File: src/rtl/rgu_result_fifo.sv
// rgu_result_fifo: result buffer between the RGU output stage and its consumer.
// Circular buffer with registered read data, occupancy counter, combinational
// status flags derived from the counter, and sticky overflow/underflow flags.
// Optional build macro RGU_FIFO_DROP_COUNT_EN: when defined, a saturating
// 16-bit counter of dropped pushes is built; otherwise oDropCount is tied to 0.

module rgu_result_fifo #(
    parameter int WIDTH     = 32,
    parameter int DEPTH     = 16,
    parameter int AF_MARGIN = 2
) (
    input  logic                     iClock,
    input  logic                     iReset,
    input  logic                     iFifoPush,
    input  logic [WIDTH-1:0]         iFifoData,
    input  logic                     iPop,
    input  logic                     iClearFlags,
    output logic [WIDTH-1:0]         oData,
    output logic                     oValid,
    output logic                     oEmpty,
    output logic                     oFull,
    output logic                     oAlmostFull,
    output logic [$clog2(DEPTH):0]   oCount,
    output logic                     oOverflow,
    output logic                     oUnderflow,
    output logic [15:0]              oDropCount
);

    localparam int AW = $clog2(DEPTH);
    localparam int CW = AW + 1;

    logic [WIDTH-1:0] mem [DEPTH];
    logic [AW-1:0]    wr_ptr;
    logic [AW-1:0]    rd_ptr;

    logic push_ok;
    logic pop_ok;
    logic drop;
    logic pop_empty;

    // Status flags come straight from the occupancy counter, no extra latency.
    always_comb begin
        oEmpty      = (oCount == '0);
        oFull       = (oCount == CW'(DEPTH));
        oAlmostFull = (oCount >= CW'(DEPTH - AF_MARGIN));
    end

    // Accept/drop decisions; a full FIFO still takes a push when a pop frees a slot.
    always_comb begin
        pop_ok    = iPop && !oEmpty;
        push_ok   = iFifoPush && (!oFull || iPop);
        drop      = iFifoPush && oFull && !iPop;
        pop_empty = iPop && oEmpty;
    end

    // Storage array; never reset, stale words are unreachable once pointers clear.
    always_ff @(posedge iClock) begin
        if (push_ok) begin
            mem[wr_ptr] <= iFifoData;
        end
    end

    // Pointers and occupancy counter.
    always_ff @(posedge iClock or posedge iReset) begin
        if (iReset) begin
            wr_ptr <= '0;
            rd_ptr <= '0;
            oCount <= '0;
        end else begin
            if (push_ok) begin
                wr_ptr <= wr_ptr + AW'(1);
            end
            if (pop_ok) begin
                rd_ptr <= rd_ptr + AW'(1);
            end
            case ({push_ok, pop_ok})
                2'b10:   oCount <= oCount + CW'(1);
                2'b01:   oCount <= oCount - CW'(1);
                default: oCount <= oCount;
            endcase
        end
    end

    // Registered read port: load the oldest word on an accepted pop, else hold.
    always_ff @(posedge iClock or posedge iReset) begin
        if (iReset) begin
            oData  <= '0;
            oValid <= 1'b0;
        end else begin
            oValid <= pop_ok;
            if (pop_ok) begin
                oData <= mem[rd_ptr];
            end
        end
    end

    // Sticky error flags; a new error in the clear cycle wins over the clear.
    always_ff @(posedge iClock or posedge iReset) begin
        if (iReset) begin
            oOverflow  <= 1'b0;
            oUnderflow <= 1'b0;
        end else begin
            if (drop) begin
                oOverflow <= 1'b1;
            end else if (iClearFlags) begin
                oOverflow <= 1'b0;
            end
            if (pop_empty) begin
                oUnderflow <= 1'b1;
            end else if (iClearFlags) begin
                oUnderflow <= 1'b0;
            end
        end
    end

`ifdef RGU_FIFO_DROP_COUNT_EN
    // Saturating dropped-push counter; a drop during a clear restarts it at 1.
    always_ff @(posedge iClock or posedge iReset) begin
        if (iReset) begin
            oDropCount <= 16'd0;
        end else if (drop) begin
            if (iClearFlags) begin
                oDropCount <= 16'd1;
            end else if (oDropCount != 16'hFFFF) begin
                oDropCount <= oDropCount + 16'd1;
            end
        end else if (iClearFlags) begin
            oDropCount <= 16'd0;
        end
    end
`else
    assign oDropCount = 16'd0;
`endif

endmodule

File: config.mk
export PLATFORM = sky130hd
export DESIGN_NAME = rgu_result_fifo
export DESIGN_NICKNAME = d
export VERILOG_FILES = /design/src/rtl/rgu_result_fifo.sv
export SDC_FILE = /design/constraint.sdc
export NUM_CORES = 1
export LEC_CHECK = 0
export BUFFER_PORTS_ARGS = -buffer_cell sky130_fd_sc_hd__buf_2
export CAP_MARGIN = 25
export CORE_MARGIN = 1.5
export CORE_UTILIZATION = 65
export DETAILED_ROUTE_END_ITERATION = 12
export PLACE_DENSITY = 0.93
export SLEW_MARGIN = 20
export SYNTH_ARGS = -nofsm -noshare
export SYNTH_HDL_FRONTEND = slang
export SYNTH_SLANG_ARGS = --single-unit
export TNS_END_PERCENT = 20
File: constraint.sdc
create_clock -name iClock -period 8.8 [get_ports iClock]
set_input_delay 1.76 -clock iClock [delete_from_list [all_inputs] [get_ports iClock]]
set_output_delay 1.76 -clock iClock [all_outputs]
set_load 0.01 [all_outputs]
==> results_dict.tcl <==
set metrics [dict create \
    status "finished, final reports clean" \
    power_switching_share_pct 30.5 \
    antenna-diode-count 0 \
    number_of_nets_in_the_finished_design 1125 \
    h_tree_depth_reported_by_cts 2 \
    crit_path_start_kind "input port" \
    worst-path-buf-inv 3 \
    power_density_nw_per_um2 330 \
    worst_setup_hold_path_clk_slew_ns 0.06 \
    post_route_cells_drive_above_1_share_pct 33.6 \
    worst_slew_pin_slew_ns 1.12 \
    worstSetupPathType "input port to flop" \
    grt_start_max_net_pins 85 \
    max-cap-violations 0 \
    die-area_um2 34000 \
    timing.slew.headroom_pct 25.3 \
    synth_cell_types 38 \
    finalSetupTns_ns 0 \
    grt_pass1_vias 11300 \
    average_via_count_per_standard_cell 7.10 \
    final_util_pct 74.9 \
    placement_cell_area_um2 22500 \
    synth-warning-count 0 \
    use_met2_pct 52.4 \
    syn-instance-count 978 \
    cts_inserted_buffers 52 \
    synth-edff-count 512 \
    holdBufCountCts 0 \
    async_flop_share_pct 8.57 \
    route.vias.total 11100 \
    final_area_um2 24300 \
    totalWireLength_um 53100 \
    cp_data_required_time_ns 9.02 \
    comb_power_share_pct 25.6 \
    fp.dieH_um 185 \
    max_clock_freq_mhz 258 \
    fraction_of_the_cycle_the_final_worst_path_needs_pct 44.1 \
    worst_clock_skew_ns 0.0187 \
    power.static_leakage_uw 0.00792 \
    synthFlopType "edfxtp_1" \
    area_growth_syn_to_layout_pct 13.5 \
    initialDrtViolationCount 1859 \
    routed_wire_length_per_instance_um 33.9 \
    power.internal_uw 5570 \
    average_cell_area_after_synthesis_um2 21.9 \
    worstSetupEndpointType "flop" \
    grt_busiest_layer "met2" \
    cts_tree "yes" \
    antenna_found_initial 0 \
    final_max_slew_viol_count 0 \
    clock_power_share_pct 29.1 \
    met1_usage_pct 42.1 \
    path_cells "buf_2 -> inv_1 -> a31oi_2 -> nand2_1 -> nor3_2 -> buf_4" \
    fin_crit_ns 3.88 \
    grt_pass1_wl_um 75500 \
    route.antenna.remaining_nets 0 \
    timing_hold_violations_final 0 \
    netSwitchingPower_uw 2440 \
    cts_post_setup_buffers_inserted 0 \
    floorplan.die.width_um 185 \
    critPathMaxFanout 24 \
    cts_resized 0 \
    max-clock-path-buffers 3 \
    rsz0062_at_grt "no" \
    detailedRoute.firstPassIterationCount 6 \
    worst-endpoint-arrival_ns 4.10 \
    netlist_area_um2 21400 \
    synth_seq_cells 560 \
    cts_num_sinks 560 \
    yosysSeqAreaShare_pct 77.4 \
    gp_congestion 0.726 \
    finalSetupViolCount 0 \
    path_delay_family "simple AND/OR/NAND/NOR gates" \
    grt-ovfl-total 0 \
    floorplan.core_area_um2 32500 \
    power.ir.vdd_worst_mv 0.227 \
    global_route.usage.total_pct 31.6 \
    clock_latency_ns 0.58 \
    cp_slowest_cell "nor3_2" \
    worst_path_largest_cell_delay_ns 0.67 \
    placement.io_buffers 79 \
    hpwl_um 26900 \
    cts_root_buf "clkbuf_16" \
    met3_grt_util_pct 5.28 \
    pwr-share-seq_pct 45.3 \
    start_util_pct 66.0 \
    drc 0 \
    num_rows 66 \
    timing.hold.worst.class "flop to flop" \
    io_pins 96 \
]
## worst register-to-register path: cells and delay by family, from the launching register on
family | cells | cell delay, ns
AO/OA/AOI/OAI | 2 | 0.26
buffers and inverters | 1 | 0.89
multiplexers | 2 | 0.87
flip-flops | 1 | 1.11
## cells in the final DEF (no fill, tap or decap), drive strengths merged, types with 2 or more instances in the layout
cell type	Yosys	layout
edfxtp	512	512
clkinvlp	0	2
xor2	5	5
clkbuf	24	62
inv	10	12
clkinv	0	24
nor2	14	14
dfrtp	48	48
nand2	10	10
nand4	2	2
o22ai	65	65
ha	8	8
nor2b	2	2
xnor2	7	7
mux2	34	34
or2	2	2
a21oi	35	35
mux4	128	128
a31oi	2	2
conb	1	16
buf	47	104
bufinv	0	7
o21ai	4	4
nand2b	3	3
nor3	4	4
## cell families after synthesis
| group | after synthesis | synth area share (%) |
|---|---|---|
| fa+ha+maj | 8 | 0.467 |
| flops | 560 | 77.4 |
| mux | 162 | 15.2 |
| xor+xnor | 12 | 0.491 |
| compound gates | 111 | 3.16 |
| simple gates | 43 | 1.03 |
| buf+inv | 81 | 2.19 |
| other cells | 1 | 0.0175 |
## power groups by stage
| stage | registers [µW] | clock network (µW) | logic, µW |
|---|---|---|---|
| floorplan | 3450 | 0 | 1510 |
| global placement | 3620 | 0 | 1810 |
| detailed placement | 3650 | 0 | 1950 |
| CTS | 3620 | 2330 | 2030 |
| global route | 3660 | 2440 | 2140 |
| finish | 3630 | 2330 | 2050 |
## path summary, 6_finish.rpt
path,from,end,slack [ns],depth (start not counted)
worst max register to register,rd_ptr[3]$_DFFE_PP0P_,oData[26]$_DFFE_PP0P_,5.51,5
worst min register to register,oUnderflow$_DFFE_PP0P_,oUnderflow$_DFFE_PP0P_,0.54,2
min in group asynchronous,iReset,rd_ptr[0]$_DFFE_PP0P_,1.43,3
worst max-delay path,iPop,mem[3][2]$_DFFE_PP_,4.92,6
worst min-delay path,oUnderflow$_DFFE_PP0P_,oUnderflow$_DFFE_PP0P_,0.54,2
max in group asynchronous,iReset,rd_ptr[3]$_DFFE_PP0P_,6.78,3
## registers in the layout (all words and copies together) (netlist names)
signal / cells
mem: 512
oCount: 5
oData: 32
oOverflow: 1
oUnderflow: 1
oValid: 1
rd_ptr: 4
wr_ptr: 4
## cell usage after synthesis, types with 2 or more instances
library cell	number	area (µm²)
o21ai_0	4	20.0
xnor2_1	7	61.3
o22ai_1	65	407
a21oi_1	34	170
nand2b_1	3	18.8
clkbuf_1	24	90.1
buf_2	17	85.1
buf_4	16	120
or2_2	2	12.5
mux4_2	128	2880
xor2_1	5	43.8
buf_1	3	11.3
mux2_2	34	383
nor2_1	14	52.6
ha_1	8	100
edfxtp_1	512	15400
nand4_1	2	12.5
nand2_1	10	37.5
buf_6	11	124
dfrtp_1	48	1200
nor2b_1	2	12.5
inv_1	10	37.5
nor3_1	4	20.0
## routing by layer
layer | vias to the layer above | wire length (µm)
li1 | 4254 | -
met1 | 5673 | 18100
met2 | 1009 | 27100
met3 | 172 | 5550
met4 | 0 | 2340
met5 | - | 0
## cell type report
type	count	area (µm²)
clock buffers	62	1390
fillers	1575	8150
repair buffers	104	828
multi-input cells	352	4550
well taps	442	553
flip-flops and latches	560	16600
clock inverters	35	364
inverters	10	37.5
## through the flow
step           hold WS (ns)  std cells  worst slack (ns)  power [µW]
2_1_floorplan         0.549        993              3.78        4960
3_3_place_gp          0.513       1454              4.56        5430
3_5_place_dp          0.527       1465              4.44        5610
4_1_cts               0.537       1562              4.98        7980
5_1_grt               0.562       1565              4.79        8240
6_report              0.537       1565              4.92        8020
Note: power is estimated with default switching activity, not from simulation.
